### config.mk
export PLATFORM = sky130hd
export DESIGN_NAME = fetch_sequencer_flat
export DESIGN_NICKNAME = d
export VERILOG_FILES = /design/src/rtl/cpu_types_pkg.sv /design/src/rtl/fetch_sequencer_if.sv /design/src/rtl/fetch_buf.sv /design/src/rtl/fetch_sequencer.sv /design/src/flat_wrapper.sv
export SDC_FILE = /design/constraint.sdc
export NUM_CORES = 1
export LEC_CHECK = 0
export ABC_AREA = 1
export CORE_AREA = 3 3 101 103
export CTS_BUF_LIST = sky130_fd_sc_hd__clkbuf_8
export DETAILED_ROUTE_END_ITERATION = 10
export DIE_AREA = 0 0 104 106
export DONT_BUFFER_PORTS = 1
export HOLD_SLACK_MARGIN = 0.15
export PLACE_DENSITY = 0.7
export SLEW_MARGIN = 20
export SYNTH_ARGS = -nofsm -noshare
export SYNTH_HDL_FRONTEND = slang
export SYNTH_SLANG_ARGS = --single-unit
### constraint.sdc
create_clock -name CLK -period 1.4 [get_ports CLK]
set_input_delay 0.14 -clock CLK [delete_from_list [all_inputs] [get_ports CLK]]
set_output_delay 0.14 -clock CLK [all_outputs]
set_load 0.005 [all_outputs]
### src/rtl/cpu_types_pkg.sv
// Purpose : shared CPU word types, fetch FSM states and small address helpers.
// Latency : n/a (types and functions only).
// Backpressure: n/a.
package cpu_types_pkg;

  localparam int WORD_W = 32;

  typedef logic [WORD_W-1:0] word_t;

  typedef enum logic {
    FETCH  = 1'b0,
    HALTED = 1'b1
  } fetch_state_t;

  // One buffered fetch: the instruction word plus where it came from.
  typedef struct packed {
    word_t inst;
    word_t pc;
    word_t npc;
  } fetch_entry_t;

  // Clear the byte-offset bits; masking keeps every input bit in use.
  function automatic word_t word_align(input word_t a);
    return a & ~word_t'(3);
  endfunction

endpackage

### src/rtl/fetch_sequencer_if.sv
// Purpose : bundle of PC-register, instruction-memory, decode and control signals
//           around the fetch sequencer. master = sequencer side, slave = environment.
// Latency/backpressure: n/a (wiring only).
interface fetch_sequencer_if;
  import cpu_types_pkg::*;

  // PC register
  word_t pc_cur;
  logic  pc_wen;
  word_t pc_next;
  // instruction memory
  logic  iren;
  word_t iaddr;
  logic  ihit;
  word_t iload;
  // decode side
  word_t inst;
  word_t inst_pc;
  word_t inst_npc;
  logic  inst_valid;
  logic  inst_ready;
  // control
  logic  redirect;
  word_t redirect_pc;
  logic  halt;
  logic  halted;

  modport master (
    input  pc_cur, ihit, iload, inst_ready, redirect, redirect_pc, halt,
    output pc_wen, pc_next, iren, iaddr, inst, inst_pc, inst_npc, inst_valid, halted
  );

  modport slave (
    output pc_cur, ihit, iload, inst_ready, redirect, redirect_pc, halt,
    input  pc_wen, pc_next, iren, iaddr, inst, inst_pc, inst_npc, inst_valid, halted
  );

endinterface

### src/rtl/fetch_buf.sv
// Purpose : one-entry instruction/PC holding register between fetch and decode.
// Latency : load visible on o_valid/o_entry the cycle after i_load.
// Backpressure: entry held until i_consume; flush beats load beats consume.
// Ports   : i_clk/i_rst (sync, active-high), i_load+i_entry, i_consume, i_flush,
//           o_valid, o_entry.
module fetch_buf
  import cpu_types_pkg::*;
#(
  parameter word_t PC_INIT = 32'h0000_0000
) (
  input  logic         i_clk,
  input  logic         i_rst,
  input  logic         i_load,
  input  logic         i_consume,
  input  logic         i_flush,
  input  fetch_entry_t i_entry,
  output logic         o_valid,
  output fetch_entry_t o_entry
);

  logic         r_valid;
  fetch_entry_t r_entry;

  always_ff @(posedge i_clk) begin
    if (i_rst) begin
      r_valid       <= 1'b0;
      r_entry.inst  <= '0;
      r_entry.pc    <= PC_INIT;
      r_entry.npc   <= PC_INIT + 32'd4;
    end else if (i_flush) begin
      // Payload is left as-is; only the valid flag matters after a flush.
      r_valid <= 1'b0;
    end else if (i_load) begin
      // A load in the same cycle as a consume replaces the outgoing entry.
      r_valid <= 1'b1;
      r_entry <= i_entry;
    end else if (i_consume) begin
      r_valid <= 1'b0;
    end
  end

  assign o_valid = r_valid;
  assign o_entry = r_entry;

endmodule

### src/rtl/fetch_sequencer.sv
// Purpose : drives the PC register and instruction memory, buffers one fetched
//           instruction for decode, handles redirect and permanent halt.
// Latency : instruction presented one cycle after ihit; PC write same cycle.
// Backpressure: no new fetch while the buffer is full and decode is not ready.
// Ports   : CLK, RST (sync, active-high), bus (fetch_sequencer_if.master).
module fetch_sequencer
  import cpu_types_pkg::*;
#(
  parameter word_t PC_INIT = 32'h0000_0000
) (
  input  logic                  CLK,
  input  logic                  RST,
  fetch_sequencer_if.master     bus
);

  fetch_state_t r_state;
  fetch_state_t w_state_nxt;

  logic         w_buf_valid;
  fetch_entry_t w_buf_entry;
  fetch_entry_t w_ld_entry;
  logic         w_free;
  logic         w_iren;
  logic         w_pc_wen;
  word_t        w_pc_next;
  word_t        w_pc_inc;
  logic         w_load;
  logic         w_flush;
  logic         w_consume;

  assign w_pc_inc   = bus.pc_cur + 32'd4;  // wraps modulo 2^32
  assign w_free     = !w_buf_valid || bus.inst_ready;
  assign w_consume  = w_buf_valid && bus.inst_ready;
  assign w_ld_entry = '{inst: bus.iload, pc: bus.pc_cur, npc: w_pc_inc};

  always_ff @(posedge CLK) begin
    if (RST) r_state <= FETCH;
    else     r_state <= w_state_nxt;
  end

  // Priority inside FETCH: halt > redirect > normal fetch. Reset gates everything.
  always_comb begin
    w_state_nxt = r_state;
    w_iren      = 1'b0;
    w_pc_wen    = 1'b0;
    w_pc_next   = w_pc_inc;
    w_load      = 1'b0;
    w_flush     = 1'b0;
    if (!RST) begin
      case (r_state)
        FETCH: begin
          if (bus.halt) begin
            w_state_nxt = HALTED;
          end else if (bus.redirect) begin
            // Any ihit this cycle is dropped; the target is fetched next cycle.
            w_pc_wen  = 1'b1;
            w_pc_next = word_align(bus.redirect_pc);
            w_flush   = 1'b1;
          end else begin
            w_iren = w_free;
            if (w_free && bus.ihit) begin
              w_pc_wen = 1'b1;
              w_load   = 1'b1;
            end
          end
        end
        HALTED: begin
          // Only reset leaves; a buffered instruction still drains via w_consume.
        end
        default: w_state_nxt = FETCH;
      endcase
    end
  end

  fetch_buf #(
    .PC_INIT (PC_INIT)
  ) u_fetch_buf (
    .i_clk     (CLK),
    .i_rst     (RST),
    .i_load    (w_load),
    .i_consume (w_consume),
    .i_flush   (w_flush),
    .i_entry   (w_ld_entry),
    .o_valid   (w_buf_valid),
    .o_entry   (w_buf_entry)
  );

  assign bus.iren       = w_iren;
  assign bus.iaddr      = word_align(bus.pc_cur);
  assign bus.pc_wen     = w_pc_wen;
  assign bus.pc_next    = w_pc_next;
  assign bus.inst       = w_buf_entry.inst;
  assign bus.inst_pc    = w_buf_entry.pc;
  assign bus.inst_npc   = w_buf_entry.npc;
  assign bus.inst_valid = w_buf_valid;
  assign bus.halted     = (r_state == HALTED);

endmodule

### src/flat_wrapper.sv
// flat-port wrapper written by rule: the top's interface ports become plain ports
module fetch_sequencer_flat import cpu_types_pkg::*;
#(
  parameter word_t PC_INIT = 32'h0000_0000
)
  (CLK, RST, bus_pc_cur, bus_ihit, bus_iload, bus_inst_ready, bus_redirect, bus_redirect_pc, bus_halt, bus_pc_wen, bus_pc_next, bus_iren, bus_iaddr, bus_inst, bus_inst_pc, bus_inst_npc, bus_inst_valid, bus_halted);
  fetch_sequencer_if bus_i ();
  input  logic CLK;
  input  logic RST;
  input wire logic [$bits(bus_i.pc_cur)-1:0] bus_pc_cur;
  input wire logic [$bits(bus_i.ihit)-1:0] bus_ihit;
  input wire logic [$bits(bus_i.iload)-1:0] bus_iload;
  input wire logic [$bits(bus_i.inst_ready)-1:0] bus_inst_ready;
  input wire logic [$bits(bus_i.redirect)-1:0] bus_redirect;
  input wire logic [$bits(bus_i.redirect_pc)-1:0] bus_redirect_pc;
  input wire logic [$bits(bus_i.halt)-1:0] bus_halt;
  output wire logic [$bits(bus_i.pc_wen)-1:0] bus_pc_wen;
  output wire logic [$bits(bus_i.pc_next)-1:0] bus_pc_next;
  output wire logic [$bits(bus_i.iren)-1:0] bus_iren;
  output wire logic [$bits(bus_i.iaddr)-1:0] bus_iaddr;
  output wire logic [$bits(bus_i.inst)-1:0] bus_inst;
  output wire logic [$bits(bus_i.inst_pc)-1:0] bus_inst_pc;
  output wire logic [$bits(bus_i.inst_npc)-1:0] bus_inst_npc;
  output wire logic [$bits(bus_i.inst_valid)-1:0] bus_inst_valid;
  output wire logic [$bits(bus_i.halted)-1:0] bus_halted;
  assign bus_i.pc_cur = bus_pc_cur;
  assign bus_i.ihit = bus_ihit;
  assign bus_i.iload = bus_iload;
  assign bus_i.inst_ready = bus_inst_ready;
  assign bus_i.redirect = bus_redirect;
  assign bus_i.redirect_pc = bus_redirect_pc;
  assign bus_i.halt = bus_halt;
  assign bus_pc_wen = bus_i.pc_wen;
  assign bus_pc_next = bus_i.pc_next;
  assign bus_iren = bus_i.iren;
  assign bus_iaddr = bus_i.iaddr;
  assign bus_inst = bus_i.inst;
  assign bus_inst_pc = bus_i.inst_pc;
  assign bus_inst_npc = bus_i.inst_npc;
  assign bus_inst_valid = bus_i.inst_valid;
  assign bus_halted = bus_i.halted;
  fetch_sequencer #(.PC_INIT(PC_INIT)) u_core (.CLK(CLK), .RST(RST), .bus(bus_i));
endmodule
# Word-level counts from Yosys, hierarchy flattened
# Index checks and enable logic that the tools add are counted.
# word_totals
in_bits	102
ff_bits	98
out_inout_bits	164
word_cells	39
# op_classes
addsub	1
n_bitwise	1
n_mux	25
reduce_logical	7
# ops
cell	count
32-bit 2-to-1 mux	4
32-bit by 3-bit adder with 32-bit output (second input constant)	1
1-bit 2-to-1 mux	21
1-bit logical AND	2
2-bit AND reduction	1
2-bit nonzero test	1
2-bit OR reduction	1
1-bit logical NOT	1
1-bit logical OR	1
1-bit inverter	1

# Depth between registers and ports, before layout
# Gate-level depths: netlist of the first run.
# logic_depth
depth_word	9
ltp_mapped	10
mapped_depth_nobuf	10

# By module
# A second synthesis of the first run with hierarchy kept.
# unflattened
cells_unflattened	955
area_unflattened_um2	5794.3
# by_module_without_submodules
mod	area_per_inst_um2	cells_each	seq_area_each_um2	n_inst
fetch_buf	4092.7	624	1941.9	1
fetch_sequencer	1701.6	331	20.0	1

# Least setup slack after synthesis of the first run
# Ideal clock, no wire load.
# synth_timing
path_type	register to register
startpoint	register u_core.r_state (netlist: u_core.bus.halted)
endpoint	register u_core.u_fetch_buf.r_entry, in the netlist u_core.u_fetch_buf.o_entry[11]
n_path_buf	2
required_ns	1.277
slack_ns	0.084
synth_period_minus_slack_ns	1.316
stages_incl_launch_ff	9
arrival_time_ns	1.194
setup_ns	0.123
cell_sequence	dfxtp_1 > clkinv_1 > nand2_2 > nor2_4 > nand3_2 > nor2_8 > buf_4 > buf_2 > a21oi_1
# synth_via
elab_chain_cells	4
elab_cells_between_ends	6
cone_classes	4 x mux; 1 x bitwise; 1 x reduce/logical
# synth_rtl
element	line	source
start, declared	fetch_sequencer.sv:16	fetch_state_t r_state;
start signal, assigned	fetch_sequencer.sv:38	else r_state <= w_state_nxt;
1-bit 2-to-1 mux	fetch_sequencer.sv:50	case (r_state)
1-bit 2-to-1 mux	fetch_sequencer.sv:49	if (!RST) begin
1-bit inverter (no line)	--	
2-bit AND reduction (no line) (*)	--	
end signal, assigned	fetch_buf.sv:36	r_entry <= i_entry;
end, declared	fetch_buf.sv:22	fetch_entry_t r_entry;
# Every way passes the cells marked *; elsewhere a longest branch is shown, timed or not.
# A chain may end at the register's enable or synchronous reset.

# Worst setup path after layout of the first run
# layout_timing
startpoint	register u_core.r_state (netlist: u_core.bus.halted)
endpoint	register, netlist name u_core.u_fetch_buf.o_entry[81]
# layout_via
elab_chain_cells	4
elab_cells_between_ends	6
cone_classes	4 x mux; 1 x bitwise; 1 x reduce/logical
# layout_rtl
element	line
1-bit 2-to-1 mux	fetch_sequencer.sv:50
1-bit 2-to-1 mux	fetch_sequencer.sv:49
1-bit inverter (no line)	--
2-bit AND reduction (no line) (*)	--
# Marked as above.

==> out/metrics.csv, run 1 <==
stage,metric,value,unit
cells_and_area,final_area,7120,um2
critical_path,worstSetupPathDepth,14,
detailed_routing,num_vias,5735,
critical_path,worstPathCellList,clkinv_2 > nand2_4 > nor2_4 > buf_4 > buf_6 > nand3_4 > nor2_8 > buf_4 > buf_6 > buf_12 > buf_4 > buf_8 > nor2_4 > nor2_2,
cts,cts_hold_buf,68,
global_routing,grt_start_max_net_pins,32,
global_routing,first_global_vias,5534,
sta,rsz0062_at_grt,true,
cells_and_area,fin_util,76.7,%
critical_path,end_kind,register,
global_routing,grt_pass1_wl,29700,um
die,die-area,11000,um2
power_and_ir_drop,switching_share,30.0,%
sta,fin_worst_skew,0.0132,ns
cells_and_area,drive_gt1_share,22.9,%
detailed_routing,wl,20300,um
logic_synthesis,ys_types,28,
critical_path,cp_max_fo,7,
power_and_ir_drop,seqPwrFrac,51.2,%
power_and_ir_drop,clkPwrFrac,31.9,%
sta,setup_slack,-0.411,ns
cells_and_area,syn2layout_area_growth,43.9,%
die,die_y,106,um
cts,clk-insertion-delay-late,0.36,ns
logic_synthesis,avgSynthCellArea,6.38,um2
critical_path,crit_slowest_cell,dfxtp_2,
detailed_routing,vias_per_cell,5.73,
power_and_ir_drop,p_sw,1.69,mW
power_and_ir_drop,ir_drop,0.474,mV
sta,drv_slew,0,
sta,setup_violations,128,
placement,gp_congestion,0.907,
logic_synthesis,synth_sequential_area_ratio,38.9,%
placement,dpl.hpwl,11400,um
detailed_routing,wl_per_cell,20.3,um
cts,path_clk_slew,0.10,ns
detailed_routing,dr.pass1.iters,8,
logic_synthesis,synth_area,4950,um2
critical_path,critical_path_class,register to register,
cells_and_area,n_antenna_cell,0,
global_routing,antenna_found_initial,0,
detailed_routing,drc,0,
critical_path,crit_required,1.65,ns
power_and_ir_drop,p_leak,3.13,nW
logic_synthesis,ys_warn_count,0,
critical_path,slowest_delay,0.35,ns
sta,tightest_slew,0.614,ns
cts,h-tree-depth,3,
critical_path,arrival,2.06,ns
run,max_cap_viol_count,0,
cts,cts_tree,built,
cells_and_area,layout.nets,970,
hold_path,hold_class,primary input to register,
sta,finalCritPeriodShare,129,%
logic_synthesis,synth-seq-cells,96,
critical_path,cp_common_cell,buf_4,
die,rows,35,
placement,dpl-instance-area,5010,um2
run_status,outcome,finished with violations,
cts,clockBufferDepth,2,
critical_path,path_buf_inv,8,
die,ios,266,
global_routing,grt_overflow,0,
sta,max_freq,552,MHz
cts,cts_root_buf,clkbuf_8,
detailed_routing,drt_iter0_markers,506,
cells_and_area,layout_commonest_cell,nand2_1,
power_and_ir_drop,p_int,3.96,mW
cells_and_area,final_cell_mix,"nand2_1 (177), nor2_1 (139), dfxtp_1 (95)",
placement,io_buffers,0,
global_routing,grt_usage,33.5,%
die,coreArea,9280,um2
sta,min_period,1.81,ns
die,fp.dieW,104,um
cts,cts_buffers,9,
sta,hold_viol,20,
detailed_routing,ant_nets,0,
power_and_ir_drop,combPwrFrac,16.9,%
critical_path,cpLargestDelayFamily,buffers and inverters,
critical_path,r2r_cells,14,
logic_synthesis,syn_inst,775,
critical_path,start_kind,register,
run_status,violations,"negative hold slack, negative setup slack",
cts,clock-sinks,96,
hold_path,holdPathStages,1,
die,initial_core_util,53.3,%
sta,whs,-0.156,ns
sta,max_slew_margin,58.9,%
power_and_ir_drop,cellPowerDensity,793,nW/um2
power by group through the flow:
stage	Sequential (mW)	Combinational [mW]	Clock (mW)
2_1_floorplan	2.92	0.461	0
3_3_place_gp	2.94	0.497	0
3_5_place_dp	2.94	0.509	0
4_1_cts	2.88	0.850	1.82
5_1_grt	2.90	1.03	1.91
6_report	2.89	0.954	1.80
synth_stat cells:
library cell    n  share of area, %
a21o_1          1              0.15
a21oi_1        26               2.6
a31oi_1         6              0.76
buf_1           2              0.15
buf_2          13               1.3
buf_4          37               5.6
clkbuf_1       16               1.2
clkbuf_8        1              0.28
clkinv_1        1             0.076
conb_1          1             0.076
dfxtp_1        96                39
ha_1            1              0.25
inv_1          62               4.7
inv_2           1             0.076
nand2_1       179                14
nand2_2         1              0.13
nand3_1        32               3.2
nand3_2         1              0.20
nand3b_1        3              0.46
nand4_1         2              0.25
nor2_1        192                15
nor2_2          3              0.38
nor2_4          1              0.23
nor2_8          1              0.40
nor3_1          1              0.10
o21ai_0        86               8.7
xnor2_1         5              0.89
xor2_1          4              0.71
worst reg2reg max path, cell delays in order (launching register included):
cell and delay [ns]:
dfxtp_2 0.35, clkinv_2 0.07, nand2_4 0.07, nor2_4 0.04, buf_4 0.12, buf_6 0.11
nand3_4 0.08, nor2_8 0.05, buf_4 0.13, buf_6 0.11, buf_12 0.14, buf_4 0.14
buf_8 0.14, nor2_4 0.11, nor2_2 0.05
final timing paths:
path                            slack (ns)                              to                      startpoint
worst max-delay path                 -0.41  u_core.u_fetch_buf.o_entry[81]               u_core.bus.halted
worst min-delay path                 -0.16      u_core.u_fetch_buf.o_valid                             RST
worst max register to register       -0.41  u_core.u_fetch_buf.o_entry[81]               u_core.bus.halted
worst min register to register        0.52  u_core.u_fetch_buf.o_entry[35]  u_core.u_fetch_buf.o_entry[35]
timing repair:
action | CTS | global route
gates cloned | 15 | 2
pin swaps | 35 | 26
hold endpoints to repair | 96 | 20
setup buffers | 26 | 6
resized for setup | 117 | 96
endpoints found under the setup margin | 125 | 129
state kept, by name, indices dropped and copies added (netlist names):
| name | count |
|---|---|
| u_core.u_fetch_buf.o_valid | 1 |
| u_core.bus.halted | 1 |
| u_core.u_fetch_buf.o_entry | 94 |
through the flow:
step	setup TNS [ns]	std cells	hold slack (ns)	setup slack (ns)	power [mW]
floorplan	0	776	0.280	0.0837	3.38
global placement	-3.74	873	0.221	-0.0953	3.43
detailed placement	-9.70	873	0.222	-0.173	3.45
CTS	-31.47	997	-0.169	-0.347	5.55
global route	-45.15	1001	-0.175	-0.456	5.84
finish	-34.46	1001	-0.156	-0.411	5.65
cell families (layout without fill, tap and decap cells):
kind of cell    after synthesis  count (layout)  share of synthesized area (%)
other cells                   1               2                         0.0758
xor+xnor                      9               9                           1.59
fa+ha+maj                     1               1                          0.253
simple gates                416             416                           33.5
compound gates              119             119                           12.2
flops                        96              96                           38.9
buf+inv                     133             229                           13.4
metal layers:
| metal | vias up | wire length [um] | track usage (%) |
|---|---|---|---|
| met3 | 88 | 2220 | 10.2 |
| li1 | 2592 | - | - |
| met2 | 435 | 10200 | 61.7 |
| met4 | 0 | 974 | 13.4 |
| met5 | - | 0 | 0 |
| met1 | 2620 | 7000 | 35.6 |
layout make-up:
class	count	area (um2)
timing repair buffer	149	1810
multi-input combinational	547	2800
tap	129	161
sequential	96	1920
inverter	64	246
clock buffer	9	124
clock inverter	7	61.3
fill	634	2170
Note: power is estimated with default switching activity, not from simulation.
==> run 2, diff against run 1 <==
--- a/config.mk
+++ b/config.mk
@@ -6,6 +6,7 @@
 export NUM_CORES = 1
 export LEC_CHECK = 0
 export ABC_AREA = 1
+export ABC_CLOCK_PERIOD_IN_PS = 1400
 export CORE_AREA = 3 3 101 103
 export CTS_BUF_LIST = sky130_fd_sc_hd__clkbuf_8
 export DETAILED_ROUTE_END_ITERATION = 10
==> results of run 2 <==
Final layout, timing and power as in run 1 (identical DEF).
==> run 3, diff against run 2 <==
--- a/config.mk
+++ b/config.mk
@@ -14,6 +14,7 @@
 export DONT_BUFFER_PORTS = 1
 export HOLD_SLACK_MARGIN = 0.15
 export PLACE_DENSITY = 0.7
+export SKIP_LAST_GASP = 1
 export SLEW_MARGIN = 20
 export SYNTH_ARGS = -nofsm -noshare
 export SYNTH_HDL_FRONTEND = slang
==> run 3 against run 2 <==
Effect of this change:
- register-to-register slack improved by 0.05 ns
- die area did not move
- the flow still finishes with violations (negative hold slack, negative setup slack)
- worst hold slack improved by 0.013 ns
- worst setup slack improved by 0.045 ns
- clock skew fell by 0.0057 ns
- sequential cell count did not move
- first-iteration DRC count rose by 3.4%
- global-route usage fell by 0.16 points
- clock power barely moved
- sequential power barely moved
- critical path depth fell by 5
- final area fell by 1.5%
==> out/metrics.csv, run 3 (synthesis results as in run 1) <==
stage,metric,value,unit
cts,cts_tree,built,
power_and_ir_drop,clkPwrFrac,32.1,%
cts,cts_hold_buf,68,
critical_path,r2r_slack,-0.36,ns
cells_and_area,largest_reg_flops,94,
die,die_y,106,um
run_status,outcome,finished with violations,
detailed_routing,drc,0,
detailed_routing,vias_per_cell,5.65,
cells_and_area,layout_commonest_cell,nand2_1,
cts,path_clk_slew,0.10,ns
critical_path,path_buf_inv,5,
cells_and_area,drive_gt1_share,18.8,%
global_routing,grt_pass1_wl,29600,um
critical_path,end_kind,output port,
sta,setup_violations,128,
cts,clock-sinks,96,
cells_and_area,final_cell_mix,"nand2_1 (177), nor2_1 (167), dfxtp_1 (95)",
sta,hold_viol,20,
detailed_routing,dr.pass1.iters,7,
global_routing,first_global_vias,5522,
detailed_routing,wl_per_cell,19.8,um
cells_and_area,nFillCells,662,
global_routing,met3_usage,10.4,%
critical_path,arrival,1.63,ns
cts,cts_root_buf,clkbuf_8,
hold_path,hold_class,primary input to register,
die,initial_core_util,53.3,%
cells_and_area,layout.nets,970,
detailed_routing,wl,19800,um
sta,drv_slew,0,
sta,whs,-0.143,ns
hold_path,holdPathStages,1,
sta,min_period,1.77,ns
critical_path,start_kind,register,
die,coreArea,9280,um2
power_and_ir_drop,combPwrFrac,16.6,%
hold_path,hold_start,RST,
die,die-area,11000,um2
cells_and_area,syn2layout_area_growth,41.7,%
power_and_ir_drop,p_leak,3.10,nW
critical_path,cp_max_fo,8,
critical_path,crit_slowest_cell,dfxtp_2,
detailed_routing,ant_nets,0,
detailed_routing,num_vias,5651,
critical_path,cpLargestDelayFamily,buffers and inverters,
global_routing,grt_busiest_layer,met2,
critical_path,crit_required,1.26,ns
cts,h-tree-depth,3,
critical_path,r2r_cells,15,
power_and_ir_drop,p_int,3.95,mW
detailed_routing,drt_iter0_markers,523,
power_and_ir_drop,switching_share,29.7,%
global_routing,grt_overflow,0,
cells_and_area,stdcell_count,1001,
run_status,violations,"negative hold slack, negative setup slack",
die,ios,266,
power_and_ir_drop,ir_drop,0.474,mV
critical_path,r2r-start,u_core.bus.halted,
cts,clk-insertion-delay-late,0.36,ns
placement,io_buffers,0,
critical_path,slowest_delay,0.34,ns
sta,max_slew_margin,48.1,%
die,rows,35,
placement,gp_congestion,0.907,
power_and_ir_drop,seqPwrFrac,51.3,%
power_and_ir_drop,p_sw,1.67,mW
critical_path,critical_path_class,register to output port,
placement,dpl_worst_slack,-0.173,ns
placement,dpl.hpwl,11400,um
global_routing,grt_use_met2,60.4,%
sta,max_freq,566,MHz
hold_path,hold_end,u_core.u_fetch_buf.o_valid,
die,fp.dieW,104,um
global_routing,antenna_found_initial,0,
power_and_ir_drop,cellPowerDensity,801,nW/um2
placement,placed_cells,873,
global_routing,grt_usage,33.3,%
critical_path,r2r_end,u_core.u_fetch_buf.o_entry[17],
sta,rsz0062_at_grt,true,
cts,cts_buffers,9,
critical_path,cp_common_cell,nor2_4,
cells_and_area,n_antenna_cell,0,
power_and_ir_drop,p_total,5.62,mW
global_routing,grt_start_max_net_pins,32,
critical_path,worstPathCellList,clkinv_2 > nand2_4 > nor2_4 > inv_2 > nor2_4 > inv_6 > buf_6 > a31oi_4 > buf_4,
sta,finalCritPeriodShare,126,%
cts,clockBufferDepth,2,
sta,fin_worst_skew,0.00749,ns
sta,tightest_slew,0.776,ns
global_routing,grt_util_met1,35.8,%
run,max_cap_viol_count,0,
sta,setup_slack,-0.365,ns
run 3: cell count changes in the layout (fill, tap and decap cells not counted), moves of 2 or more:
cell | before | now
a21oi_1 | 18 | 25
a21oi_2 | 8 | 1
buf_16 | 10 | 12
buf_8 | 5 | 3
nor2_1 | 139 | 167
nor2_2 | 40 | 21
nor2_4 | 17 | 8
o21ai_0 | 42 | 48
o21ai_1 | 27 | 22
run 3: how the worst max path moves through the flow:
stage	start	end	slack, ns	cells after the start
floorplan	u_core.bus.halted	u_core.u_fetch_buf.o_entry[11]	0.08	8
global placement	u_core.bus.halted	u_core.u_fetch_buf.o_entry[85]	-0.1	9
detailed placement	u_core.bus.halted	u_core.u_fetch_buf.o_entry[77]	-0.17	10
CTS	u_core.bus.halted	bus_pc_next[14]	-0.35	9
global route	u_core.bus.halted	u_core.u_fetch_buf.o_entry[60]	-0.45	13
finish	u_core.bus.halted	bus_pc_next[14]	-0.37	9
run 3: power groups by stage:
stage / Combinational [mW] / Sequential (mW) / Clock (mW)
final: 0.932 / 2.88 / 1.80
after global routing: 1.01 / 2.89 / 1.92
after CTS: 0.838 / 2.88 / 1.82
after detailed placement: 0.509 / 2.94 / 0
after global placement: 0.497 / 2.94 / 0
after floorplan: 0.461 / 2.92 / 0
run 3: through the flow:
step                      hold WS (ns)  setup TNS [ns]  util (%)  cell area (um2)
after global routing            -0.168          -45.61      75.5             7010
after global placement           0.221           -3.74      54.0             5010
final                           -0.143          -33.20      75.5             7010
after floorplan                  0.280               0         -             4950
after CTS                       -0.153          -32.08      73.0             6780
after detailed placement         0.222           -9.70      54.0             5010
run 3: routing by layer:
layer / vias to the layer above / wire, um
met5: - / 0
met4: 0 / 923
met3: 79 / 1940
met2: 386 / 9880
met1: 2599 / 7060
li1: 2587 / -
run 3: layout make-up:
type                            instances  area (um2)  area share, %
Clock buffer                            9         124           1.77
Sequential cell                        96        1920           27.4
Timing Repair Buffer                  149        1840           26.3
Multi-Input combinational cell        547        2650           37.8
Inverter                               64         246           3.52
Tap cell                              129         161           2.30
Clock inverter                          7        61.3          0.875
run 3: what timing repair did:
action,4_1_cts,5_1_grt
gates resized for setup,90,70
hold endpoints to repair,96,20
cloned,15,1
pin swaps,33,23
endpoints found under the setup margin,125,129
buffers inserted,26,6
run 3: worst register-to-register path: stages, from the launching register on:
cell      delay [ns]
dfxtp_2         0.35
clkinv_2        0.07
nand2_4         0.07
nor2_4          0.04
buf_4           0.12
buf_6           0.12
nand3_4         0.08
nor2_8          0.05
buf_6           0.12
buf_8           0.12
buf_12          0.12
buf_16          0.13
nor2_1          0.13
nor2_1          0.07
nand2_1         0.06
inv_1           0.04
